<file path="config.mk">
export PLATFORM = sky130hd
export DESIGN_NAME = alu_64bit
export DESIGN_NICKNAME = d
export VERILOG_FILES = /design/src/rtl/alu_64bit.sv
export SDC_FILE = /design/constraint.sdc
export NUM_CORES = 1
export LEC_CHECK = 0
export BUFFER_PORTS_ARGS = -buffer_cell sky130_fd_sc_hd__buf_2
export CORE_ASPECT_RATIO = 0.8
export CORE_MARGIN = 2
export CORE_UTILIZATION = 35
export DETAILED_ROUTE_END_ITERATION = 16
export PLACE_DENSITY = 0.67
export REMOVE_ABC_BUFFERS = 1
export SLEW_MARGIN = 15
export SYNTH_ARGS = -nofsm -noshare
export SYNTH_HDL_FRONTEND = slang
export SYNTH_SLANG_ARGS = --single-unit
</file>
<file path="constraint.sdc">
create_clock -name clk -period 27.4 [get_ports clk]
set_input_delay 0 -clock clk [delete_from_list [all_inputs] [get_ports clk]]
set_output_delay 0 -clock clk [all_outputs]
set_load 0.01 [all_outputs]
</file>
<file path="src/rtl/alu_64bit.sv">
// -----------------------------------------------------------------------------
// alu_64bit_fa : 1-bit full adder, the cell of the ripple-carry chain.
//   a_i, b_i, c_i : addend bits and carry in
//   s_o, c_o      : sum bit and carry out
// -----------------------------------------------------------------------------
module alu_64bit_fa (
   input  logic a_i,
   input  logic b_i,
   input  logic c_i,
   output logic s_o,
   output logic c_o
);
   assign s_o = a_i ^ b_i ^ c_i;
   assign c_o = (a_i & b_i) | (c_i & (a_i ^ b_i));
endmodule

// -----------------------------------------------------------------------------
// alu_64bit : 64-bit two's complement ALU with registered condition codes.
//   clk           : rising-edge clock for the condition-code register
//   rst_n         : asynchronous active-low reset of the condition codes
//   X, Y          : 64-bit operands
//   Control       : 00 ADD, 01 SUB, 10 AND, 11 XOR
//   Result        : combinational operation result
//   Overflow      : combinational signed overflow (ADD/SUB only)
//   Overflow_flag : registered OF
//   Sign_flag     : registered SF (Result[63])
//   Zero_flag     : registered ZF (Result == 0)
// -----------------------------------------------------------------------------
module alu_64bit (
   input  logic        clk,
   input  logic        rst_n,
   input  logic [63:0] X,
   input  logic [63:0] Y,
   input  logic [1:0]  Control,
   output logic [63:0] Result,
   output logic        Overflow,
   output logic        Overflow_flag,
   output logic        Sign_flag,
   output logic        Zero_flag
);
   localparam logic [1:0] OP_ADD = 2'b00;
   localparam logic [1:0] OP_SUB = 2'b01;
   localparam logic [1:0] OP_AND = 2'b10;
   localparam logic [1:0] OP_XOR = 2'b11;

   logic        sub;
   logic [63:0] b_eff;
   logic [63:0] sum;
   logic [63:0] and_res;
   logic [63:0] xor_res;
   logic        carry_unused;

   // Subtraction reuses the adder as X + ~Y + 1.
   assign sub   = (Control == OP_SUB);
   assign b_eff = sub ? ~Y : Y;

   // Each stage owns its carry-out; the next stage reaches back for it. Keeping
   // carries out of a shared vector avoids a false combinational loop on it.
   for (genvar i = 0; i < 64; i++) begin : g_rc
      logic ci;
      logic co;
      if (i == 0) begin : g_c0
         assign ci = sub;
      end else begin : g_cn
         assign ci = g_rc[i-1].co;
      end
      alu_64bit_fa u_fa (
         .a_i (X[i]),
         .b_i (b_eff[i]),
         .c_i (ci),
         .s_o (sum[i]),
         .c_o (co)
      );
   end

   // Final carry-out is discarded (results are mod 2^64).
   assign carry_unused = g_rc[63].co;

   assign and_res = X & Y;
   assign xor_res = X ^ Y;

   always_comb begin
      Result   = sum;
      Overflow = 1'b0;
      case (Control)
         OP_ADD: begin
            Result   = sum;
            Overflow = (X[63] == Y[63]) && (sum[63] != X[63]);
         end
         OP_SUB: begin
            Result   = sum;
            Overflow = (X[63] != Y[63]) && (sum[63] != X[63]);
         end
         OP_AND: Result = and_res;
         OP_XOR: Result = xor_res;
         default: begin
            Result   = sum;
            Overflow = 1'b0;
         end
      endcase
   end

   // Condition codes: load every edge, no enable.
   logic of_q, of_d;
   logic sf_q, sf_d;
   logic zf_q, zf_d;

   assign of_d = Overflow;
   assign sf_d = Result[63];
   assign zf_d = (Result == 64'd0);

   always_ff @(posedge clk or negedge rst_n) begin
      if (!rst_n) begin
         of_q <= 1'b0;
         sf_q <= 1'b0;
         zf_q <= 1'b0;
      end else begin
         of_q <= of_d;
         sf_q <= sf_d;
         zf_q <= zf_d;
      end
   end

   assign Overflow_flag = of_q;
   assign Sign_flag     = sf_q;
   assign Zero_flag     = zf_q;
endmodule

</file>
# After elaboration in Yosys (flattened, before gate mapping)
# Cells that the tools add are included.
# totals
regBits,3
in_bits,132
output_inout_bits,68
word_cells,337
# classes
n_eq_ne,6
muxes,3
bitwise,320
reduce_logical,5
# ops
operator,n
one-hot mux 64 bit (3 select lines),1
bitwise XOR 1 bit,128
AND 1 bit,126
AND 64 bit,1
zero test 64 bit,1
2-to-1 mux 64 bit,1
inverter 64 bit,1
bitwise XOR 64 bit,1
bitwise OR 1 bit,63
equality test 2 bit (second input constant),2
equality test 2 x 1 -> 1 bit (second input constant),1
logical AND 1 bit,2
zero test 2 bit,1
inequality test 1 bit,2
one-hot mux 1 bit (2 select lines),1
OR reduction 2 bit,1
equality test 1 bit,1

# Longest topological paths before layout
# Gate-level depths: netlist (run 1).
# depth
depth_word,133
ltp_mapped,79
mapped_depth_nobuf,75

# By module
# Synthesis (run 1) repeated with hierarchy kept, for this count alone.
# hier_totals
cells_unflattened,442
hier_area_um2,4259.1
# modules_own_cells
mod,instances,cells_per_inst,area_each_um2,seq_area_each_um2
alu_64bit,1,378,2977.9,75.1
alu_64bit_fa,64,1,20.0,0.0

# Worst setup path after synthesis (run 1)
# No wires, ideal clock.
# synth_timing
path_kind,input to register
startpoint,input Control[0]
endpoint,"register zf_q, in the netlist Zero_flag"
setup_time_ns,0.073
t_arrival_ns,27.189
required_time_ns,27.327
path_slack_ns,0.138
stages,78
n_path_buf,4
path_cell_list,buf_6 buf_6 buf_6 nor2b_1 clkbuf_1 mux2_2 fa_1 inv_1 fa_1 fa_1 fa_1 fa_1 fa_1 fa_1 fa_1 fa_1 fa_1 fa_1 [42 not listed] fa_1 inv_1 fa_1 fa_1 inv_1 fa_1 fa_1 fa_1 inv_1 fa_1 inv_1 fa_1 fa_1 mux2i_1 nor4_1 nand4_1 or4_1 nor2_1
# synth_via
word_cells_on_any_way,325
classes_between,3 x eq/ne; 2 x mux; 317 x bitwise; 3 x reduce/logical
# synth_rtl
item,line_no,source
start: declaration,34,"input logic [1:0] Control,"
equality test 2 x 1 -> 1 bit,"54, 85",
2-to-1 mux 64 bit,55,assign b_eff = sub ? ~Y : Y;
bitwise XOR 1 bit,14,assign c_o = (a_i & b_i) | (c_i & (a_i ^ b_i));
AND 1 bit,14,
bitwise OR 1 bit,14,
AND 1 bit,14,
bitwise OR 1 bit,14,
AND 1 bit,14,
[116 not listed],-,
bitwise OR 1 bit,14,
AND 1 bit,14,
bitwise OR 1 bit,14,
bitwise XOR 1 bit,13,assign s_o = a_i ^ b_i ^ c_i;
one-hot mux 64 bit (3 select lines) *,85,case (Control)
net Result[62],35,"output logic [63:0] Result,"
zero test 64 bit *,110,assign zf_d = (Result == 64'd0);
net zf_d,106,"logic zf_q, zf_d;"
end signal: assignment,120,zf_q <= zf_d;
end: declaration,106,
# The timed path passes the listed nets; every way through them passes the cells marked *.

# Worst setup path after layout (run 1)
# layout_timing
startpoint,input Control[0]
endpoint,"register zf_q, in the netlist Zero_flag"
# layout_via
elab_chain_len,132
word_cells_on_any_way,325
classes_between,3 x eq/ne; 2 x mux; 317 x bitwise; 3 x reduce/logical
# layout_rtl
item,line_no
equality test 2 x 1 -> 1 bit,"54, 85"
2-to-1 mux 64 bit,55
bitwise XOR 1 bit,"13, 14"
AND 1 bit,14
bitwise OR 1 bit,14
AND 1 bit,14
bitwise OR 1 bit,14
AND 1 bit,14
[117 not listed],-
AND 1 bit,14
bitwise OR 1 bit,14
AND 1 bit,14
bitwise OR 1 bit,14
bitwise XOR 1 bit,13
one-hot mux 64 bit (3 select lines) *,85
zero test 64 bit *,110
net zf_d,106
# Marked as above.

==> results of run 1 <==
==> routing by layer <==
metal | wire [µm] | track usage (%)
met4 | 117 | 2.717
met2 | 6235 | 32.56
met3 | 703 | 2.068
met5 | 0 | 0
met1 | 5656 | 24.42
==> area by class of cell <==
| cell class | count | area [µm²] | share of cell area, % |
|---|---|---|---|
| Multi-Input combinational cell | 352 | 4145 | 70.88 |
| Timing Repair Buffer | 211 | 1094 | 18.70 |
| Inverter | 63 | 236.5 | 4.044 |
| Tap cell | 175 | 219.0 | 3.744 |
| Clock buffer | 4 | 78.83 | 1.348 |
| Sequential cell | 3 | 75.07 | 1.284 |
==> layout by cell type, fill, tap and decap left out <==
master	n
a21oi_1	6
a31oi_2	1
buf_2	197
buf_4	13
clkbuf_1	1
clkbuf_16	3
dfrtp_1	3
dlygate4sd3_1	1
fa_1	36
fa_2	26
ha_1	64
inv_1	63
mux2_2	2
mux2i_1	120
nand2_1	1
nand2b_1	3
nand3_1	1
nand4_1	4
nor2_1	5
nor2b_4	1
nor3_1	1
nor4_1	14
nor4_2	1
or3_1	1
or4_1	1
xnor2_1	58
xor2_1	5
xor2_2	1
==> worst min-delay path by stage <==
stage | from | to | slack [ns] | cells after the start
2_1_floorplan | rst_n | Overflow_flag | -0.30 | 0
3_3_place_gp | rst_n | Zero_flag | -0.20 | 1
3_5_place_dp | rst_n | Overflow_flag | -0.19 | 1
4_1_cts | rst_n | Overflow_flag | 0.13 | 2
5_1_grt | rst_n | Zero_flag | 0.14 | 2
6_report | rst_n | Zero_flag | 0.13 | 2
==> cell families after synthesis <==
logic type               Yosys count  synth area share (%)
AO/OA/AOI/OAI                      7                0.7999
multiplexers                     122                 26.97
buffers and inverters             86                 8.880
AND/OR/NAND/NOR                   33                 4.330
adder cells (fa/ha/maj)          126                 45.01
flip-flops                         3                 1.655
XOR/XNOR                          64                 12.36
==> through the flow <==
step | instances | hold WS, ns | cell area, µm² | power, µW | setup WS (ns)
finish | 808 | 0.1298 | 5848 | 180.5 | 1.239
global route | 808 | 0.1377 | 5848 | 200.2 | 0.03871
CTS | 808 | 0.1287 | 5796 | 180.7 | 0.001895
detailed placement | 803 | -0.1934 | 5680 | 154.9 | -0.6114
global placement | 803 | -0.2006 | 5680 | 150.2 | -0.2708
floorplan | 418 | -0.2956 | 4370 | 92.59 | -3.382
==> what timing repair did <==
item | CTS | global route
pin swaps | 0 | 1
setup endpoints to repair | 5 | 6
hold endpoints to repair | 3 | 0
gates resized for setup | 9 | 19
hold buffers | 1 | 0
buffers inserted | 0 | 0
==> power groups by stage <==
| stage | registers, µW | clock network, µW | logic, µW |
|---|---|---|---|
| floorplan | 5.17 | 0 | 87.4 |
| global placement | 4.96 | 0 | 145 |
| detailed placement | 4.97 | 0 | 150 |
| CTS | 4.92 | 23.3 | 153 |
| global route | 4.95 | 23.6 | 172 |
| finish | 4.92 | 23.1 | 152 |
==> cells in the mapped netlist (2+ instances only) <==
master / number / share of area (%)
buf_6: 6 / 1.5
ha_1: 64 / 18
buf_4: 6 / 0.99
mux2_2: 2 / 0.50
dfrtp_1: 3 / 1.7
nor2_1: 5 / 0.41
xor2_1: 6 / 1.2
nand2b_1: 3 / 0.41
a21oi_1: 6 / 0.66
fa_1: 62 / 27
xnor2_1: 58 / 11
nand4_1: 4 / 0.55
buf_2: 10 / 1.1
mux2i_1: 120 / 26
inv_1: 63 / 5.2
nor4_1: 14 / 1.9
==> sequential cells by signal, summed over array words and instances (netlist names) <==
name,cells
Zero_flag,1
Sign_flag,1
Overflow_flag,1
==> out/qor.csv, run 1 <==
metric,value,unit
Fillers,1262,
Post-synth EDFFs,0,
CP Data Arrival Time,26.31,ns
Startpoint Class,input port,
clk sinks,3,
leakage power,0.003091,µW
Seq cells post-synth,3,
most used flip-flop cell after synthesis,dfrtp_1,
CP endpoint kind,flip-flop,
post-layout min period,26.16,ns
CP endpoint,Zero_flag,
drt drc,0,
Slew Limit Fails,0,
ANT cells,0,
CTS H-tree lvls,1,
largest net degree at the start of global routing,42,
Buf/Inv on CP,6,
critical path type,input port to flip-flop,
Top delay family on crit path,adder cells,
grt total ovfl,0,
total wire length,12710,µm
Power Density,30.86,mW/mm²
Via Count,3883,
Syn Area/Cell,10.29,µm²
Max clock buf depth,2,
Routed Antenna Nets,0,
layout cells sized above 1,38.70,%
worst min path class,input port to asynchronous set/reset pin,
utilization after layout,45.77,%
P_int,92.73,µW
Yosys Warn Count,0,
die height,105.8,µm
Worst-path clk slew,0.03,ns
Initial Util,35.51,%
FP Rows,37,
CTS tree,done,
Worst Path Max Fanout,3,
Fin. Hold Viols,0,
Root Driver,clkbuf_16,
"Req. time, crit path",27.55,ns
combinational power share,84.5,%
Worst path max stage delay,0.55,ns
fmax,38.22,MHz
IO Port Bufs,199,
total CTS buffers,3,
ys async rst share,100.0,%
setup_tns,0,ns
Crit path top cell by count,fa_1,
Clk pwr share,12.8,%
drt initial violations,97,
area grow syn2layout,28.90,%
Slew headroom,48.20,%
core area,0.01278,mm²
die footprint,0.01390,mm²
Flop pwr share,2.7,%
sw frac,48.61,%
Crit-path slowest cell,or4_1,
global-route wire length before repair,20950,µm
CP Launch Point,Control[0],
number of max-cap violations,0,
VDD IR max,15.91,µV
GRT Util Overall,18.26,%
Layout Nets,892,
Yosys cell types,25,
status,"complete, no violations",
Final setup viols,0,
GPL Wtd Cong,0.8650,
io pins,200,
initial antenna violation count,0,
Pre-antenna DRT Iters,6,
instance count on the critical path,75,
Slew @ Worst Pin,0.7698,ns
vias per cell,4.806,
Psw,87.72,µW
"Seq/Total Area, Yosys",1.655,%
Post-Synthesis Cells,441,
mapped cell area,0.004537,mm²
DIE WIDTH,131.3,µm
Final HPWL DP,10950,µm
RSZ-0062 raised after global routing,no,
Avg WL per Cell,15.73,µm
final period utilization,95.48,%
vias in the first global route,4356,
(Power assumes the default switching activity.)
==> run 2: changes to the inputs <==
--- a/config.mk
+++ b/config.mk
@@ -6,11 +6,13 @@
 export NUM_CORES = 1
 export LEC_CHECK = 0
 export BUFFER_PORTS_ARGS = -buffer_cell sky130_fd_sc_hd__buf_2
+export CELL_PAD_IN_SITES_DETAIL_PLACEMENT = 1
+export CELL_PAD_IN_SITES_GLOBAL_PLACEMENT = 1
 export CORE_ASPECT_RATIO = 0.8
-export CORE_MARGIN = 2
-export CORE_UTILIZATION = 35
+export CORE_MARGIN = 10
+export CORE_UTILIZATION = 33
 export DETAILED_ROUTE_END_ITERATION = 16
-export PLACE_DENSITY = 0.67
+export PLACE_DENSITY = 0.81
 export REMOVE_ABC_BUFFERS = 1
 export SLEW_MARGIN = 15
 export SYNTH_ARGS = -nofsm -noshare
==> out/qor.csv, run 2 (synthesized netlist as in run 1, its figures left out) <==
metric,value,unit
status,"complete, no violations",
final period utilization,96.50,%
Initial Util,33.60,%
GRT Util Overall,16.50,%
CTS tree,done,
layout cells sized above 1,38.90,%
Startpoint Class,input port,
core area,0.01350,mm²
Fillers,1602,
Slew headroom,41.80,%
Final setup viols,0,
vias in the first global route,4821,
Slew Limit Fails,0,
Max Used Layer,met4,
Worst path max stage delay,0.44,ns
Pre-antenna DRT Iters,4,
leakage power,0.003101,µW
CTS H-tree lvls,1,
Crit-path slowest cell,fa_1,
die height,124.9,µm
total CTS buffers,3,
total wire length,16220,µm
Routed Antenna Nets,0,
CP Data Arrival Time,26.44,ns
Avg WL per Cell,19.85,µm
metal3 WL,1012,µm
fin area,0.005874,mm²
Crit path top cell by count,fa_1,
DIE WIDTH,151.1,µm
largest net degree at the start of global routing,55,
GPL Wtd Cong,0.8674,
Final HPWL DP,14150,µm
IO Port Bufs,199,
met1 WL,6280,µm
clk sinks,3,
post-route non-filler standard cell count,817,
Worst Path Max Fanout,3,
Fin. Hold Viols,0,
number of max-cap violations,0,
io pins,200,
worst min path class,input port to asynchronous set/reset pin,
Slew @ Worst Pin,0.8730,ns
Power Density,31.89,mW/mm²
placed insts,809,
Via Count,3979,
drt drc,0,
Layout Nets,894,
most frequent cells in the layout,"197 x buf_2, 120 x mux2i_1, 64 x ha_1, 63 x inv_1, 58 x xnor2_1",
initial antenna violation count,2,
area grow syn2layout,29.48,%
Placed Area,0.005694,mm²
setup ws final,0.9581,ns
Worst-path clk slew,0.03,ns
global-route wire length before repair,25500,µm
FP Rows,38,
"Req. time, crit path",27.40,ns
Fin Hold WS,0.1182,ns
vias per cell,4.870,
VDD IR max,30.49,µV
Root Driver,clkbuf_16,
drt initial violations,70,
grt total ovfl,0,
fmax,37.82,MHz
Setup WS pre-CTS,-0.9439,ns
critical path type,input port to output port,
die footprint,0.01887,mm²
CP endpoint kind,output port,
Max clock buf depth,2,
"leading cell type in the layout, fill and taps excluded",buf_2,
Met2 Wirelength,8733,µm
post-layout min period,26.44,ns
==> run 2: changes by cell type in the layout (fill, tap and decap cells not counted), sizes merged <==
cell   before  now
diode       0    2
buf       210  212
==> run 2: worst paths after layout <==
check | start | endpoint | cells after the start
max in group asynchronous | rst_n | Zero_flag | 2
min in group clk | X[63] | Sign_flag | 4
min | rst_n | Overflow_flag | 2
max | Control[1] | Overflow | 75
==> run 2: metal layers <==
layer | GRT usage [%] | vias to the layer above
met3 | 3.450 | 14
met1 | 18.46 | 1961
li1 | - | 1885
met5 | 0 | -
met2 | 31.25 | 119
met4 | 2.713 | 0
==> run 2: final cells by class <==
cell class,count,area (µm²),share of cell area (%)
inverters,63,236.5,4.026
clock buffers,4,78.83,1.342
repair buffers,213,1109,18.87
diodes,2,5.005,0.08520
well taps,180,225.2,3.834
multi-input cells,352,4145,70.56
flip-flops and latches,3,75.07,1.278
==> run 2: power breakdown <==
part / internal, µW / switching [µW] / total (µW)
registers: 4.81 / 0.0699 / 4.88
logic: 69.9 / 88.8 / 159
clock network: 19.3 / 4.50 / 23.8
==> run 2: stage by stage <==
step	total power [µW]	TNS, ns	utilization, %
3_3_place_gp	153.1	-1.088	42.17
2_1_floorplan	92.59	-25.58	-
3_5_place_dp	162.7	-3.660	42.17
4_1_cts	189.4	0	43.16
6_report	187.3	0	43.50
5_1_grt	208.3	-0.04916	43.50
==> run 2: worst max-delay path: cells and delay by family <==
kind	cells	cell delay [ns]
and+or+nand+nor	2	0.53
AOI/OAI and AO/OA	1	0.24
adders and majority gates	62	24.45
buffers and inverters	8	0.80
xor gates and xnor gates	1	0.17
muxes	1	0.22
==> run 2: repair_timing <==
item                                    CTS  global route
hold buffers                              1             0
setup buffers                             1             0
pin swaps                                 2             1
resized for setup                        15            13
endpoints found under the hold margin     3             0
endpoints found under the setup margin    6             6
==> run 3: changes to the inputs <==
--- a/config.mk
+++ b/config.mk
@@ -5,14 +5,15 @@
 export SDC_FILE = /design/constraint.sdc
 export NUM_CORES = 1
 export LEC_CHECK = 0
-export BUFFER_PORTS_ARGS = -buffer_cell sky130_fd_sc_hd__buf_2
+export ABC_AREA = 1
 export CELL_PAD_IN_SITES_DETAIL_PLACEMENT = 1
 export CELL_PAD_IN_SITES_GLOBAL_PLACEMENT = 1
 export CORE_ASPECT_RATIO = 0.8
 export CORE_MARGIN = 10
-export CORE_UTILIZATION = 33
+export CORE_UTILIZATION = 35
 export DETAILED_ROUTE_END_ITERATION = 16
-export PLACE_DENSITY = 0.81
+export DONT_BUFFER_PORTS = 1
+export PLACE_DENSITY = 0.71
 export REMOVE_ABC_BUFFERS = 1
 export SLEW_MARGIN = 15
 export SYNTH_ARGS = -nofsm -noshare
==> out/qor.csv, run 3 <==
metric,value,unit
CP endpoint kind,output port,
IO Port Bufs,0,
VDD IR max,16.22,µV
Slew @ Worst Pin,0.7556,ns
"leading cell type in the layout, fill and taps excluded",inv_1,
ANT cells,0,
most frequent cells in the layout,"186 x inv_1, 150 x nand2_1, 112 x nor2_1, 64 x ha_1, 58 x xor2_1",
Initial Util,35.86,%
number of max-cap violations,0,
Max clock buf depth,2,
worst min path class,input port to asynchronous set/reset pin,
RSZ-0062 raised after global routing,no,
CTS tree,done,
Yosys cell types,27,
largest net degree at the start of global routing,76,
Crit path top cell by count,fa_1,
Crit-path slowest cell,fa_1,
total power,161.7,µW
FF/Latch Area,75.07,µm²
total wire length,17750,µm
Post-CTS Setup Repair Bufs,0,
die height,128.4,µm
GPL Wtd Cong,0.8360,
critical path type,input port to output port,
global-route wire length before repair,28360,µm
synth top area cells,"fa_1 24%, ha_1 16%, inv_1 14%",
vias per cell,4.903,
mapped cell area,0.005145,mm²
Root Driver,clkbuf_16,
Pre-antenna DRT Iters,4,
Fin Hold WS,0.03076,ns
vias in the first global route,5367,
post-layout min period,26.24,ns
most used flip-flop cell after synthesis,dfrtp_1,
Post-Synthesis Cells,771,
layout cells sized above 1,7.398,%
final period utilization,95.78,%
area grow syn2layout,5.083,%
Routed Antenna Nets,0,
Fillers,1903,
ys async rst share,100.0,%
FP Rows,39,
area share of the largest cell type after synthesis,24.12,%
Final setup viols,0,
Seq cells post-synth,3,
CP Launch Point,Control[1],
DIE WIDTH,155.6,µm
clk sinks,3,
Slew headroom,49.45,%
Final HPWL DP,14620,µm
"top cells by count, synth","186 x inv_1, 151 x nand2_1, 112 x nor2_1",
total CTS buffers,3,
Power Density,29.91,mW/mm²
Worst path max stage delay,0.45,ns
fmax,38.11,MHz
drt initial violations,101,
"Req. time, crit path",27.40,ns
Fin. Hold Viols,0,
drt drc,0,
Worst Path Max Fanout,75,
Avg WL per Cell,18.86,µm
Post-synth EDFFs,0,
CP Data Arrival Time,26.24,ns
area of the multi-input gates,0.004228,mm²
status,"complete, no violations",
initial antenna violation count,0,
Startpoint Class,input port,
Slew Limit Fails,0,
most frequent cell after synthesis,inv_1,
"Seq/Total Area, Yosys",1.459,%
Layout Nets,1016,
core area,0.01435,mm²
GRT Util Overall,17.39,%
die footprint,0.01998,mm²
Yosys Warn Count,0,
Worst-path clk slew,0.03,ns
Syn Area/Cell,6.673,µm²
"area leader, netlist",fa_1,
grt total ovfl,0,
Via Count,4614,
io pins,200,
CTS H-tree lvls,1,
leakage power,0.003066,µW
[run 3: cell count changes in the layout (fill, tap and decap cells not counted), sizes merged, moves of 5 or more]
| cell | previous run | this run |
|---|---|---|
| nor2 | 5 | 117 |
| nand3 | 1 | 47 |
| xor2 | 6 | 58 |
| xnor2 | 58 | 5 |
| mux2i | 120 | 0 |
| buf | 212 | 7 |
| inv | 63 | 189 |
| or2 | 0 | 25 |
| nand2 | 1 | 154 |
| o21ai | 0 | 5 |
| nor4 | 15 | 0 |
| o211ai | 0 | 9 |
[run 3: how the worst max path moves through the flow]
stage	endpoint	slack, ns
finish	Result[63]	1.16
global route	Zero_flag	0.02
CTS	Result[63]	0.03
detailed placement	Zero_flag	-0.31
global placement	Zero_flag	0.05
floorplan	Zero_flag	0.12
[run 3: final cells by class]
cell class | instances | area share [%]
clock buffer | 4 | 1.458
tap | 184 | 4.258
inverter | 189 | 13.17
sequential | 3 | 1.389
timing repair buffer | 10 | 1.527
multi-input combinational | 551 | 78.20
[run 3: layer usage]
metal	part of all wire, %	up-vias	global-route usage (%)
met5	0	-	0
met1	40	2226	19.34
li1	-	2221	-
met3	9.5	23	6.061
met2	49	144	31.29
met4	1.8	0	4.011
[run 3: timing repair]
item,CTS,global route
resized for setup,6,17
endpoints found under the hold margin,4,0
hold buffers,3,0
setup endpoints to repair,5,7
[run 3: worst max-delay path: cells and delay by family]
kind,cells,cell delay [ns]
xor gates and xnor gates,1,0.15
buffers and inverters,8,0.64
and+or+nand+nor,4,0.48
AOI/OAI and AO/OA,1,0.20
adders and majority gates,62,24.76
[run 3: cell families (layout without fill, tap and decap cells)]
kind of cell | Yosys count | count (layout) | share of synthesized area [%]
AOI/OAI and AO/OA | 18 | 18 | 2.286
xor gates and xnor gates | 63 | 63 | 10.72
adders and majority gates | 126 | 126 | 39.69
buffers and inverters | 217 | 203 | 17.63
DFF | 3 | 3 | 1.459
and+or+nand+nor | 344 | 344 | 28.21
[run 3: where the power goes]
group	leakage (µW)	total, µW	internal, µW	switching (µW)
combinational	0.00299	133	49.7	82.8
clock	0.0000382	24.0	19.3	4.70
sequential	0.0000394	5.26	4.83	0.425
[run 3: stage by stage]
stage | setup slack (ns) | setup TNS, ns | utilization [%] | cells | area (µm²)
2_1_floorplan | 0.1196 | 0 | - | 743 | 4950
3_3_place_gp | 0.04959 | 0 | 36.47 | 934 | 5233
3_5_place_dp | -0.3125 | -0.9619 | 36.47 | 934 | 5233
4_1_cts | 0.02584 | 0 | 37.35 | 941 | 5358
5_1_grt | 0.01975 | 0 | 37.69 | 941 | 5406
6_report | 1.157 | 0 | 37.69 | 941 | 5406
